==> src/rtl/frame_downloader_if.sv <==
`default_nettype none
// ============================================================================
//  Module   : frame_downloader_if
//  Brief    : SDRAM read-command bus plus store-FIFO write port of the
//             frame downloader, grouped as one interface.
//  Revision : 1.0
// ============================================================================
interface frame_downloader_if #(
    parameter int ADDR_WIDTH = 21
);
    logic                  init_done;
    logic                  cmd;
    logic                  cmd_en;
    logic [ADDR_WIDTH-1:0] addr;
    logic [31:0]           rd_data;
    logic                  rd_data_valid;
    logic                  store_wr_en;
    logic [16:0]           store_data;
    logic                  store_full;

    modport master (
        input  init_done, rd_data, rd_data_valid, store_full,
        output cmd, cmd_en, addr, store_wr_en, store_data
    );

    modport slave (
        output init_done, rd_data, rd_data_valid, store_full,
        input  cmd, cmd_en, addr, store_wr_en, store_data
    );
endinterface
`default_nettype wire

==> src/rtl/frame_downloader.sv <==
`default_nettype none
// ============================================================================
//  Module   : frame_downloader
//  Brief    : Fetches one RGB565 frame from SDRAM in 8-beat bursts and streams
//             it, marker first, into the display store FIFO.
//  Revision : 1.0
// ============================================================================
module frame_downloader #(
    parameter int FRAME_WIDTH  = 480,
    parameter int FRAME_HEIGHT = 272,
    parameter int MEMORY_BURST = 32,
    parameter int ADDR_WIDTH   = 21
) (
    input  logic                  clk,
    input  logic                  reset,
    input  logic                  start_i,
    input  logic [ADDR_WIDTH-1:0] base_addr_i,
    output logic                  busy_o,
    output logic                  done_o,
    output logic                  error_o,
    frame_downloader_if.master    bus
);
    localparam int PIX_PER_BURST = MEMORY_BURST / 2;
    localparam int BEATS         = MEMORY_BURST / 4;
    localparam int IDX_W         = $clog2(PIX_PER_BURST);
    localparam int BEAT_W        = $clog2(BEATS);
    localparam int TOTAL         = FRAME_WIDTH * FRAME_HEIGHT;
    localparam int CNT_W         = ($clog2(TOTAL + 1) > IDX_W) ? $clog2(TOTAL + 1) : IDX_W + 1;
    localparam logic [CNT_W-1:0] LAST_PIX = CNT_W'(TOTAL - 1);
    localparam logic [16:0]      MARKER   = 17'h10000;

    typedef enum logic [2:0] {
        S_IDLE      = 3'd0,
        S_MARKER    = 3'd1,
        S_READ_CMD  = 3'd2,
        S_READ_DATA = 3'd3,
        S_DRAIN     = 3'd4,
        S_DONE      = 3'd5
    } state_t;

    state_t                state_q;
    logic [ADDR_WIDTH-1:0] base_q;
    logic [ADDR_WIDTH-1:0] addr_q;
    logic [CNT_W-1:0]      pix_cnt_q;
    logic [CNT_W-1:0]      pix_cnt_d;
    logic [BEAT_W-1:0]     beat_q;
    logic [15:0]           buf_q [PIX_PER_BURST];
    logic [16:0]           data_q;
    logic                  valid_q;
    logic                  cmd_en_q;
    logic                  busy_q;
    logic                  done_q;
    logic                  error_q;
    logic                  wr_fire;

    // data_q/valid_q hold the pending FIFO word; the strobe is gated by full
    // so a word is never offered while the FIFO cannot take it.
    assign wr_fire   = valid_q & ~bus.store_full;
    assign pix_cnt_d = pix_cnt_q + CNT_W'(1);

    assign bus.cmd         = 1'b0;
    assign bus.cmd_en      = cmd_en_q;
    assign bus.addr        = addr_q;
    assign bus.store_wr_en = wr_fire;
    assign bus.store_data  = data_q;
    assign busy_o          = busy_q;
    assign done_o          = done_q;
    assign error_o         = error_q;

    always_ff @(posedge clk or posedge reset) begin
        if (reset) begin
            state_q   <= S_IDLE;
            base_q    <= '0;
            addr_q    <= '0;
            pix_cnt_q <= '0;
            beat_q    <= '0;
            data_q    <= '0;
            valid_q   <= 1'b0;
            cmd_en_q  <= 1'b0;
            busy_q    <= 1'b0;
            done_q    <= 1'b0;
            error_q   <= 1'b0;
            for (int i = 0; i < PIX_PER_BURST; i++) begin
                buf_q[i] <= '0;
            end
        end else begin
            if (bus.rd_data_valid && (state_q != S_READ_DATA)) begin
                error_q <= 1'b1;
            end
            case (state_q)
                S_IDLE: begin
                    if (start_i && bus.init_done) begin
                        base_q    <= base_addr_i;
                        busy_q    <= 1'b1;
                        pix_cnt_q <= '0;
                        beat_q    <= '0;
                        data_q    <= MARKER;
                        valid_q   <= 1'b1;
                        state_q   <= S_MARKER;
                    end
                end
                S_MARKER: begin
                    if (wr_fire) begin
                        valid_q  <= 1'b0;
                        addr_q   <= base_q;
                        cmd_en_q <= bus.init_done;
                        state_q  <= S_READ_CMD;
                    end
                end
                S_READ_CMD: begin
                    // Waits here with the address ready while init_done is low.
                    if (cmd_en_q) begin
                        cmd_en_q <= 1'b0;
                        state_q  <= S_READ_DATA;
                    end else if (bus.init_done) begin
                        cmd_en_q <= 1'b1;
                    end
                end
                S_READ_DATA: begin
                    if (bus.rd_data_valid) begin
                        buf_q[{beat_q, 1'b0}] <= bus.rd_data[15:0];
                        buf_q[{beat_q, 1'b1}] <= bus.rd_data[31:16];
                        beat_q                <= beat_q + BEAT_W'(1);
                        if (beat_q == BEAT_W'(BEATS - 1)) begin
                            data_q  <= {1'b0, buf_q[0]};
                            valid_q <= 1'b1;
                            state_q <= S_DRAIN;
                        end
                    end
                end
                S_DRAIN: begin
                    if (wr_fire) begin
                        pix_cnt_q <= pix_cnt_d;
                        if (pix_cnt_q == LAST_PIX) begin
                            valid_q <= 1'b0;
                            busy_q  <= 1'b0;
                            done_q  <= 1'b1;
                            state_q <= S_DONE;
                        end else if (pix_cnt_d[IDX_W-1:0] == '0) begin
                            valid_q  <= 1'b0;
                            addr_q   <= base_q + ADDR_WIDTH'(pix_cnt_d);
                            cmd_en_q <= bus.init_done;
                            state_q  <= S_READ_CMD;
                        end else begin
                            data_q <= {1'b0, buf_q[pix_cnt_d[IDX_W-1:0]]};
                        end
                    end
                end
                S_DONE: begin
                    done_q  <= 1'b0;
                    state_q <= S_IDLE;
                end
                default: begin
                    state_q <= S_IDLE;
                end
            endcase
        end
    end
endmodule
`default_nettype wire

==> src/flat_wrapper.sv <==
// flat-port wrapper written by rule: the top's interface ports become plain ports
module frame_downloader_flat 
#(
    parameter int FRAME_WIDTH  = 480,
    parameter int FRAME_HEIGHT = 272,
    parameter int MEMORY_BURST = 32,
    parameter int ADDR_WIDTH   = 21
)
  (clk, reset, start_i, base_addr_i, busy_o, done_o, error_o, bus_init_done, bus_rd_data, bus_rd_data_valid, bus_store_full, bus_cmd, bus_cmd_en, bus_addr, bus_store_wr_en, bus_store_data);
  frame_downloader_if #(.ADDR_WIDTH(ADDR_WIDTH)) bus_i ();
  input  logic clk;
  input  logic reset;
  input  logic start_i;
  input  logic [ADDR_WIDTH-1:0] base_addr_i;
  output logic busy_o;
  output logic done_o;
  output logic error_o;
  input wire logic [$bits(bus_i.init_done)-1:0] bus_init_done;
  input wire logic [$bits(bus_i.rd_data)-1:0] bus_rd_data;
  input wire logic [$bits(bus_i.rd_data_valid)-1:0] bus_rd_data_valid;
  input wire logic [$bits(bus_i.store_full)-1:0] bus_store_full;
  output wire logic [$bits(bus_i.cmd)-1:0] bus_cmd;
  output wire logic [$bits(bus_i.cmd_en)-1:0] bus_cmd_en;
  output wire logic [$bits(bus_i.addr)-1:0] bus_addr;
  output wire logic [$bits(bus_i.store_wr_en)-1:0] bus_store_wr_en;
  output wire logic [$bits(bus_i.store_data)-1:0] bus_store_data;
  assign bus_i.init_done = bus_init_done;
  assign bus_i.rd_data = bus_rd_data;
  assign bus_i.rd_data_valid = bus_rd_data_valid;
  assign bus_i.store_full = bus_store_full;
  assign bus_cmd = bus_i.cmd;
  assign bus_cmd_en = bus_i.cmd_en;
  assign bus_addr = bus_i.addr;
  assign bus_store_wr_en = bus_i.store_wr_en;
  assign bus_store_data = bus_i.store_data;
  frame_downloader #(.FRAME_WIDTH(FRAME_WIDTH), .FRAME_HEIGHT(FRAME_HEIGHT), .MEMORY_BURST(MEMORY_BURST), .ADDR_WIDTH(ADDR_WIDTH)) u_core (.clk(clk), .reset(reset), .start_i(start_i), .base_addr_i(base_addr_i), .busy_o(busy_o), .done_o(done_o), .error_o(error_o), .bus(bus_i));
endmodule
==> config.mk <==
export PLATFORM = sky130hd
export DESIGN_NAME = frame_downloader_flat
export DESIGN_NICKNAME = d
export VERILOG_FILES = /design/src/rtl/frame_downloader_if.sv /design/src/rtl/frame_downloader.sv /design/src/flat_wrapper.sv
export SDC_FILE = /design/constraint.sdc
export NUM_CORES = 1
export LEC_CHECK = 0
export BUFFER_PORTS_ARGS = -buffer_cell sky130_fd_sc_hd__buf_4
export CAP_MARGIN = 10
export CORE_ASPECT_RATIO = 0.7
export CORE_MARGIN = 5
export CORE_UTILIZATION = 30
export CTS_CLUSTER_DIAMETER = 80
export CTS_CLUSTER_SIZE = 24
export DETAILED_ROUTE_END_ITERATION = 6
export GPL_ROUTABILITY_DRIVEN = 0
export PLACE_DENSITY = 0.55
export REMOVE_ABC_BUFFERS = 1
export SLEW_MARGIN = 20
export SYNTH_ARGS = -nofsm -noshare
export SYNTH_HDL_FRONTEND = slang
export SYNTH_SLANG_ARGS = --single-unit
==> constraint.sdc <==
create_clock -name clk -period 13.17 [get_ports clk]
set_input_delay 3.951 -clock clk [delete_from_list [all_inputs] [get_ports clk]]
set_output_delay 3.951 -clock clk [all_outputs]
set_load 0.01 [all_outputs]
==> reports/results.tsv <==
metric	value	unit
vias	10800	
drc	0	
die_h	208	um
fmax	116	MHz
min_to	u_core.error_o	
path_max_fanout	5	
synth_edf_count	0	
place_area	18300	um2
cts_max_level	1	
synthCells	1321	
yosys_most_used_dff	dfrtp_1	
rr_startpoint	u_core.pix_cnt_q[0]	
crit_chain	buf_4 > nand2b_1 > inv_1 > buf_4	
outcome	complete, no violations	
numPortBuffers	101	
grt_use_total	13.3	%
p_leak	8.89	nW
clkPwrFrac	22.4	%
cts-root-buf	clkbuf_16	
fin_area	19000	um2
period_needed	8.64	ns
min_from	u_core.error_o	
r2r_cells	12	
worstSetupPathType	input pin to output pin	
grt_max_degree	110	
routedWlPerCell	19.2	um
timing.rr.end	u_core.bus.addr[19]	
num_rows	72	
boundaryPins	103	
hold_depth	1	
postCtsSetupBuffers	0	
nets	1460	
slew_viol_final	0	
start_util	30.4	%
cp_top_family	buffers and inverters	
grt_pass1_wl	66000	um
clock_latency	0.54	ns
cts_made_buffers	21	
period_share	65.6	%
layout-drive-gt1-share	37.7	%
max-cap-violations	0	
net-switching-power	1.09	mW
synth.distinct_cells	68	
worst_pin_slew	1.05	ns
cts.clk_slew.worst_paths	0.08	ns
clk_path_buf_depth	3	
rsz0062_at_grt	false	
drt_wl_total	41000	um
hold_class	flop to flop	
p_seq_share	44.2	%
area_growth	12.9	%
pwr-share-comb	33.4	%
grt_antenna_before_repair	3	
dpl.hpwl	25700	um
crit_top_cell	buf_4	
grt_overflow	0	
ys_async_sr_fraction	100	%
swShare	34.1	%
first_pass_iters	5	
core_region_area	55400	um2
cp.arrival	4.69	ns
fillerInstances	5458	
yosysWarningCount	0	
finalPower	3.20	mW
ys_seq_elements	343	
hold_viol_final	0	
start_kind	input pin	
crit_required	9.22	ns
cpPeakStageDelay	0.28	ns
ant_nets	0	
die_w	293	um
cell_internal_pwr	2.11	mW
slowest_stage	nand2b_1	
cts_resized	0	
grt_pass1_vias	11200	
cts_tree	yes	
vdd_drop_max	0.108	mV
cts_sinks	343	
p_per_area	168	nW/um2
maxSlewHeadroom	30.2	%
fp.dieArea	61100	um2
drtIter0Drc	619	
viasPerCell	5.07	
crit_buf_inv	3	
endpoint_kind	output pin	
synth.cell_area	16900	um2
avgSynthCellArea	12.8	um2
skew	0.0225	ns
r2r_slack	8.76	ns
synth-seq-area-share	50.9	%
cts_hold_buf	0	
setup_viol_count_final	0	
[per-stage QoR]
stage                     TNS [ns]  hold WS, ns  util, %  std cells  worst slack (ns)
after floorplan             -99.25        0.452        -       1237            -0.289
after global placement           0        0.452     33.0       2094              4.56
after detailed placement         0        0.460     33.1       2095              4.54
after CTS                        0        0.483     34.3       2129              4.54
after global routing             0        0.504     34.4       2129              4.50
final                            0        0.482     34.4       2130              4.53
[synthesized netlist by cell type (5+ instances only)]
cell type | n | area (um2)
buf_4 | 10 | 75.1
inv_1 | 12 | 45.0
a22o_1 | 6 | 52.6
ha_1 | 22 | 275
o211ai_1 | 10 | 75.1
and2_1 | 5 | 31.3
a31oi_1 | 13 | 81.3
dfrtp_1 | 343 | 8580
nand4_1 | 6 | 37.5
mux2_1 | 8 | 90.1
clkbuf_1 | 27 | 101
nand3_1 | 41 | 205
o21a_1 | 5 | 37.5
nor2_1 | 35 | 131
mux4_2 | 64 | 1440
a21oi_1 | 33 | 165
mux2_2 | 285 | 3210
buf_2 | 41 | 205
nand2_1 | 162 | 608
a21o_1 | 11 | 82.6
and3_1 | 6 | 37.5
nor4_1 | 7 | 43.8
o21ai_0 | 67 | 335
o31ai_1 | 6 | 45.0
xor2_1 | 12 | 105
xnor2_1 | 13 | 114
[how the worst max path moves through the flow]
| stage | from | end | slack [ns] | cells after the start |
|---|---|---|---|---|
| after floorplan | reset | u_core.base_q[0] | -0.29 | 1 |
| after global placement | bus_store_full | bus_store_wr_en | 4.56 | 4 |
| after detailed placement | bus_store_full | bus_store_wr_en | 4.54 | 4 |
| after CTS | bus_store_full | bus_store_wr_en | 4.54 | 4 |
| after global routing | bus_store_full | bus_store_wr_en | 4.50 | 4 |
| final | bus_store_full | bus_store_wr_en | 4.53 | 4 |
[cells in the final DEF, fill, tap and decap left out, types with 3 or more instances in the layout]
cell type and instances:
nor2_1 34, buf_4 115, nand3_1 40, o21a_1 5, inv_1 11, nor3_1 3
a21oi_1 33, o21ai_0 67, a31oi_1 13, mux4_2 64, o31ai_1 6, mux2_1 8
or4_1 4, and3_1 6, clkbuf_16 21, a22o_1 6, a211oi_1 4, xnor2_1 12
nand2b_1 3, mux2i_1 3, or3_1 3, nand3b_1 3, dfrtp_1 342, a21o_1 11
and4_1 4, nor4_1 7, xor2_1 11, nand4_1 6, and2_1 4, ha_1 21
nand2_1 162, o211ai_1 10, mux2_2 285
[state kept, by name (all words and copies together), names as in the netlist, 3 cells and up]
register               count
u_core.state_q             3
u_core.buf_q             256
u_core.bus.store_data     17
u_core.bus.addr           21
u_core.base_q             21
u_core.pix_cnt_q          17
u_core.beat_q              3
[power groups by stage]
stage	registers [mW]	clock network, mW	logic [mW]
after CTS	1.42	0.741	1.09
final	1.41	0.715	1.07
after detailed placement	1.44	0	1.09
after global placement	1.43	0	1.07
after floorplan	1.42	0	0.723
after global routing	1.44	0.776	1.18
[cell type report]
type	count	area (um2)	area share (%)
timing repair buffer	118	913	4.80
antenna	1	2.50	0.0131
clock buffer	24	557	2.93
tap	740	926	4.86
inverter	12	52.6	0.276
clock inverter	10	128	0.670
sequential	343	8590	45.1
multi-input combinational	882	7870	41.3
[cells by family after synthesis]
family / Yosys count / share of synthesized area (%)
flops: 343 / 50.9
mux: 360 / 28.3
other cells: 1 / 0.0222
buf+inv: 96 / 2.72
fa+ha+maj: 23 / 1.75
xor+xnor: 25 / 1.30
simple gates: 300 / 8.57
compound gates: 173 / 6.43
[routing by layer]
| layer | track usage [%] | part of all wire, % |
|---|---|---|
| met1 | 19.4 | 49 |
| met2 | 21.2 | 46 |
| met3 | 2.09 | 3.6 |
| met4 | 2.19 | 1.7 |
| met5 | 0 | 0.051 |
Power figures use the tool's default switching activity.
